===== src/rtl/mem_port_arbiter.sv =====
// Arbiter for the unified single-port memory shared by IF and MEM.
// Optional grant/conflict/squash counters: define MEM_ARB_STATS_EN.
module mem_port_arbiter #(
    parameter int AW         = 10,
    parameter int DW         = 32,
    parameter int RD_LAT     = 1,
    parameter int STARVE_MAX = 3
) (
    input  logic          clk1,
    input  logic          reset,
    input  logic          halt,
    input  logic          flush,
    input  logic          if_req,
    input  logic [AW-1:0] if_addr,
    output logic          if_gnt,
    output logic          if_rvalid,
    output logic [DW-1:0] if_rdata,
    input  logic          dm_req,
    input  logic          dm_we,
    input  logic [AW-1:0] dm_addr,
    input  logic [DW-1:0] dm_wdata,
    output logic          dm_gnt,
    output logic          dm_rvalid,
    output logic [DW-1:0] dm_rdata,
    output logic          mem_en,
    output logic          mem_we,
    output logic [AW-1:0] mem_addr,
    output logic [DW-1:0] mem_wdata,
    input  logic [DW-1:0] mem_rdata
`ifdef MEM_ARB_STATS_EN
    ,
    output logic [31:0]   stat_if_grants,
    output logic [31:0]   stat_dm_grants,
    output logic [31:0]   stat_conflicts,
    output logic [31:0]   stat_squashed
`endif
);

    localparam int SW = (STARVE_MAX < 1) ? 1 : $clog2(STARVE_MAX + 1);

    logic [SW-1:0]     starve_cnt;
    logic              starved;
    logic              if_ok;
    logic              rd_gnt;
    logic [RD_LAT-1:0] tag_v;
    logic [RD_LAT-1:0] tag_if;
    logic [DW-1:0]     if_hold;
    logic [DW-1:0]     dm_hold;

    assign starved = (starve_cnt == SW'(STARVE_MAX));
    // A fetch presented during a taken branch carries a stale address.
    assign if_ok   = if_req & ~flush;

    // Grant selection: data first unless fetch has waited too long.
    always_comb begin
        if_gnt = 1'b0;
        dm_gnt = 1'b0;
        if (!halt && !reset) begin
            priority case (1'b1)
                (dm_req && if_ok && starved): if_gnt = 1'b1;
                dm_req:                       dm_gnt = 1'b1;
                if_ok:                        if_gnt = 1'b1;
                default:                      ;
            endcase
        end
    end

    assign mem_en    = if_gnt | dm_gnt;
    assign mem_we    = dm_gnt & dm_we;
    assign mem_addr  = dm_gnt ? dm_addr : if_addr;
    assign mem_wdata = mem_we ? dm_wdata : '0;
    assign rd_gnt    = if_gnt | (dm_gnt & ~dm_we);

    // Count consecutive denied fetch cycles; halt and flush freeze it.
    always_ff @(posedge clk1) begin
        if (reset) begin
            starve_cnt <= '0;
        end else if (!if_req || if_gnt) begin
            starve_cnt <= '0;
        end else if (!flush && !halt && !starved) begin
            starve_cnt <= starve_cnt + SW'(1);
        end
    end

    // Tag pipe tracks read owners; flush kills IF entries in flight.
    always_ff @(posedge clk1) begin
        if (reset) begin
            tag_v  <= '0;
            tag_if <= '0;
        end else begin
            tag_v[0]  <= rd_gnt;
            tag_if[0] <= if_gnt;
            for (int i = 1; i < RD_LAT; i++) begin
                tag_v[i]  <= tag_v[i-1] & ~(flush & tag_if[i-1]);
                tag_if[i] <= tag_if[i-1];
            end
        end
    end

    assign if_rvalid = tag_v[RD_LAT-1] & tag_if[RD_LAT-1];
    assign dm_rvalid = tag_v[RD_LAT-1] & ~tag_if[RD_LAT-1];

    // Remember the last delivered word so rdata holds between responses.
    always_ff @(posedge clk1) begin
        if (reset) begin
            if_hold <= '0;
            dm_hold <= '0;
        end else begin
            if (if_rvalid) if_hold <= mem_rdata;
            if (dm_rvalid) dm_hold <= mem_rdata;
        end
    end

    assign if_rdata = if_rvalid ? mem_rdata : if_hold;
    assign dm_rdata = dm_rvalid ? mem_rdata : dm_hold;

`ifdef MEM_ARB_STATS_EN
    logic [31:0] sq_n;

    // IF reads still short of the output stage are lost on flush.
    always_comb begin
        sq_n = '0;
        if (flush) begin
            for (int i = 0; i < RD_LAT - 1; i++) begin
                sq_n = sq_n + 32'(tag_v[i] & tag_if[i]);
            end
        end
    end

    // Free-running statistics, frozen while the pipeline is halted.
    always_ff @(posedge clk1) begin
        if (reset) begin
            stat_if_grants <= '0;
            stat_dm_grants <= '0;
            stat_conflicts <= '0;
            stat_squashed  <= '0;
        end else if (!halt) begin
            stat_if_grants <= stat_if_grants + 32'(if_gnt);
            stat_dm_grants <= stat_dm_grants + 32'(dm_gnt);
            stat_conflicts <= stat_conflicts + 32'(dm_req & if_req);
            stat_squashed  <= stat_squashed + sq_n;
        end
    end
`endif

endmodule


===== config.mk =====
export PLATFORM = sky130hd
export DESIGN_NAME = mem_port_arbiter
export DESIGN_NICKNAME = d
export VERILOG_FILES = /design/src/rtl/mem_port_arbiter.sv
export SDC_FILE = /design/constraint.sdc
export NUM_CORES = 1
export LEC_CHECK = 0
export CAP_MARGIN = 20
export CORE_UTILIZATION = 45
export CTS_CLUSTER_DIAMETER = 80
export CTS_CLUSTER_SIZE = 8
export DETAILED_ROUTE_END_ITERATION = 16
export DONT_BUFFER_PORTS = 1
export PLACE_DENSITY = 0.58
export SLEW_MARGIN = 25
export SYNTH_ARGS = -nofsm -noshare
export SYNTH_HDL_FRONTEND = slang
export SYNTH_SLANG_ARGS = --single-unit

===== constraint.sdc =====
create_clock -name clk1 -period 4.2 [get_ports clk1]
set_input_delay 0.21 -clock clk1 [delete_from_list [all_inputs] [get_ports clk1]]
set_output_delay 0.21 -clock clk1 [all_outputs]
set_load 0.005 [all_outputs]

* After elaboration in Yosys (flattened, before gate mapping)
Index checks and enable logic that the tools add are counted.
** Storage, ports and cells
- Register bits :: 68
- Output and inout bits :: 112
- Logic and storage cells :: 40
- Bits of input ports :: 91
** Cells by class
- Add/sub/neg operators :: 1
- Reductions and logical operators :: 12
- Eq/ne operators :: 1
- Bitwise operators :: 10
- Mux-type cells :: 11
** Operators by type and width (count)
- 32-bit two-way mux :: 3
- 10-bit two-way mux :: 1
- 1-bit two-way mux :: 7
- 1-bit bitwise AND :: 5
- 1-bit logical AND :: 5
- 1-bit zero test :: 5
- 1-bit NOT :: 3
- 2-bit by 1-bit adder with 2-bit output, second input constant :: 1
- 2-bit == test, second input constant :: 1
- 1-bit bitwise OR :: 2
- 2-bit OR reduction :: 1
- 1-bit logical OR :: 1

* Logic depth before layout (Yosys ltp)
- Word-level depth :: 8
- Depth in mapped cells :: 5
- Mapped depth without buffers :: 4

* Worst setup path after synthesis
Ideal clock, no wire load.
- Path type :: register -> output
- Start point :: reg starve_cnt[0]
- End point :: out mem_addr[1]
- Required time :: 3.990 ns
- Cell stages (with the launch flop) :: 6
- Buffers on the path :: 1
- Slack :: 2.703 ns
- Data arrival time :: 1.287 ns
- Path through :: dfxtp_1 ha_1 nand3b_1 nand3_1 buf_2 mux2_2
** On the way
- Cells in the longest elaborated chain, start to end :: 5
** RTL lines
- start, declared :: RTL line 41 : logic [SW-1:0] starve_cnt;
- start signal, assigned :: RTL line 81 : starve_cnt <= starve_cnt + SW'(1);
- 2-bit == test :: RTL line 50 : assign starved = (starve_cnt == SW'(STARVE_MAX));
- 1-bit logical AND :: RTL line 60 : (dm_req && if_ok && starved): if_gnt = 1'b1;
- 1-bit two-way mux :: RTL line 59 : priority case (1'b1)
- 1-bit two-way mux :: RTL line 58 : if (!halt && !reset) begin
- 10-bit two-way mux :: RTL line 70 : assign mem_addr = dm_gnt ? dm_addr : if_addr;
- end, declared :: RTL line 27 : output logic [AW-1:0] mem_addr,
Every way passes these cells.

* Worst setup path in the final report
- Start point :: reg tag_v
- End point :: out if_rdata[9]
** On the way
- Cells in the longest elaborated chain, start to end :: 2
** RTL lines
- start, declared :: RTL line 45 : logic [RD_LAT-1:0] tag_v;
- start signal, assigned by index :: RTL line 94 : tag_v[i] <= tag_v[i-1] & ~(flush & tag_if[i-1]);
- 1-bit bitwise AND :: RTL line 100 : assign if_rvalid = tag_v[RD_LAT-1] & tag_if[RD_LAT-1];
- 32-bit two-way mux
- end, declared :: RTL line 17 : output logic [DW-1:0] if_rdata,
Every way passes these cells.

==> metrics.md <==
| Metric | Value |
|---|---|
| Core area | a little under 7000 um2 |
| R2r endpoint | if_hold[9]$_SDFF_PP0_ |
| Drt drc | 0 |
| Synth Warn # | 0 |
| Crit start category | flop |
| # diodes | 0 |
| FF-to-FF Start | tag_v$_SDFF_PP0_ |
| CTS clk-pin slew, worst paths | 70 ps |
| Post-route ant nets | 0 |
| Area growth from synthesis to layout | 7.47% |
| Worst Skew | 7.82 ps |
| DIE HEIGHT | ~86 um |
| Number of flops mapped to enable cells by yosys | 0 |
| Top_reg_cell synth | dfxtp_1 |
| Path depth of the worst reg2reg path | 4 |
| Pre-CTS setup slack | 2270 ps |
| Least-Margin Pin Slew | 747 ps |
| FMAX | 455 MHz |
| Pwr Density | 371 nW/um2 |
| Crit. End Element | primary output |
| Avg WL per Cell | 16.5 um |
| Final period util | 52.4% |
| IO buf count | 0 |
| H-tree Lvls | 3 |
| Class of the most critical setup path | reg2out |
| Worst EP arrival | 1990 ps |
| Share of cells above drive strength 1 | 32.6% |
| Placed insts | 361 |
| # clock sinks | 68 |
| DRT iter0 DRCs | 52 |
| Setup TNS | 0 ps |
| Max VDD drop | around 0.00013 V |
| Nets | 369 |
| R2r setup slk | 2280 ps |
| Synthesized Nets | 372 |
| Hold Fails Final Rpt | 0 |
| PostCTS Resize Cnt | 0 |
| Starting Density | 46.3% |
| #FFs+latches synth | 68 |
| Minimum clock period | 2200 ps |
| Largest net degree at the start of global routing | 42 |
| Post-detail-place hpwl | 4520 um |
| Max-slew violations | 0 |
| GPL Wtd Cong | around 0.74 |
| MaxCap Viol Count | 0 |
| RSZ-0062 raised after global routing | false |
| Number of global-route vias before repair | 1769 |
| Clock Tree Buf Depth | 2 |
| Clk_lat worst skew | between 300 and 400 ps |
| Setup crit start | tag_v$_SDFF_PP0_ |
| Mapped Cells | 280 |
| Final instance count without filler cells | 378 |
| Final Worst Setup Slack | roughly 2000 ps |
| GRT Total Usage | about 17% |
| Hold Crit Class | in2reg |
| Status | completed |
| Crit-path max FO | 18 |
| Hold slack | 92.5 ps |
| Total power | approximately 1.3 mW |
| Vias per std cell | 5.04 |
| Setup crit end | if_rdata[9] |
| Die area | 7330 um2 |
| Ys async rst share | 0% |
| Average cell area after synthesis | roughly 11 um2 |
| CTS Buf Count | 9 |
| Slew margin rel. | around half |
| # IOs | 203 |
| Required time worst endpoint | between 3000 and 4000 ps |
| Static Leak | approximately 1.6 nW |
| CTS tree | done |
| Syn Std Cell Area | 3150 um2 |
| Initial DRT Pass Iterations | 4 |
| Seq/Total Area, Yosys | 43.2% |
| Die W | between 80 and 90 um |
| Clock Tree Root | clkbuf_8 |
| Grt total ovfl | 0 |
| WL final | 6230 um |
| Via count | between 1500 and 2000 |
| Endpoints failing setup | 0 |
| Initial antenna violation count | 0 |
| Synth cell types | 22 |
| Row cnt | 30 |
| First-pass GRT wire length | 9090 um |
-- cell usage after synthesis (2+ instances only) --
cell type | number | share of area, %
clkbuf_1 | 9 | 1.1
inv_1 | 4 | 0.48
buf_6 | 4 | 1.4
nor2b_1 | 2 | 0.40
and2_1 | 96 | 19
mux2_4 | 29 | 14
nand2_1 | 2 | 0.24
mux2_2 | 45 | 16
buf_2 | 5 | 0.79
dfxtp_1 | 68 | 43
nor2_1 | 5 | 0.60
-- worst max-delay path: stages, from the launching register on --
cell     delay, ps
dfxtp_1        320
nand2_1        540
buf_4          390
mux2_2         410
-- final cells by class --
cell class / instances / area (um2)
clock buffer: 11 / 131
inverter: 4 / 15.0
clock inverter: 5 / 52.6
multi-input combinational: 190 / 1670
timing repair buffer: 4 / 32.5
tap: 96 / 120
fill: 619 / 3410
sequential: 68 / 1360
-- worst min-delay path by stage --
stage               startpoint  slack [ps]           endpoint  depth (start not counted)
CTS                      flush          60  tag_if$_SDFF_PP0_                          3
global placement         dm_we         340   tag_v$_SDFF_PP0_                          1
detailed placement       dm_we         330   tag_v$_SDFF_PP0_                          1
floorplan                dm_we         330   tag_v$_SDFF_PP0_                          1
global route             flush         100  tag_if$_SDFF_PP0_                          3
finish                   flush          90  tag_if$_SDFF_PP0_                          3
-- through the flow --
stage / instance area, um2 / util [%]
6_report: 3380 / 49.8
5_1_grt: 3380 / 49.8
4_1_cts: 3380 / 49.8
3_5_place_dp: 3190 / 46.9
3_3_place_gp: 3190 / 46.9
2_1_floorplan: 3150 / -
-- repair_timing --
item,4_1_cts,5_1_grt
hold buffers,1,0
setup buffers,0,0
endpoints found under the setup margin,0,0
endpoints found under the hold margin,1,0
-- logic make-up (layout without fill, tap and decap cells) --
group | after synthesis | count (layout) | share of synthesized area (%)
simple gates | 110 | 110 | 21.3
compound gates | 3 | 3 | 0.716
buf+inv | 22 | 24 | 3.78
flops | 68 | 68 | 43.2
xor+xnor | 1 | 1 | 0.278
mux | 75 | 75 | 30.2
fa+ha+maj | 1 | 1 | 0.397
-- report_power, final --
part	switching (mW)	total, mW	internal (mW)
sequential	0.00332	0.659	0.656
combinational	0.0413	0.0868	0.0456
clock	0.239	0.510	0.272
-- placed cells by master (no fill, tap or decap), types with 2 or more instances in the layout --
cell type	n
mux2_4	29
dfxtp_1	68
buf_4	3
clkbuf_1	2
nand2_1	2
clkinv_2	3
nor2_1	5
mux2_2	45
clkbuf_8	9
and2_1	96
inv_1	4
nor2b_1	2
-- sequential cells by signal, summed over array words and instances, names as in the netlist --
register and cells:
tag_if 1, starve_cnt 2, tag_v 1, dm_hold 32, if_hold 32
-- layer usage --
| metal | part of all wire, % | up-vias | track usage (%) |
|---|---|---|---|
| met5 | 0 | - | 0 |
| met4 | 1.2 | 0 | 9.09 |
| li1 | - | 907 | - |
| met1 | 44 | 884 | 19.9 |
| met2 | 46 | 110 | 25.7 |
| met3 | 9.1 | 6 | 6.45 |
(Power assumes the default switching activity.)
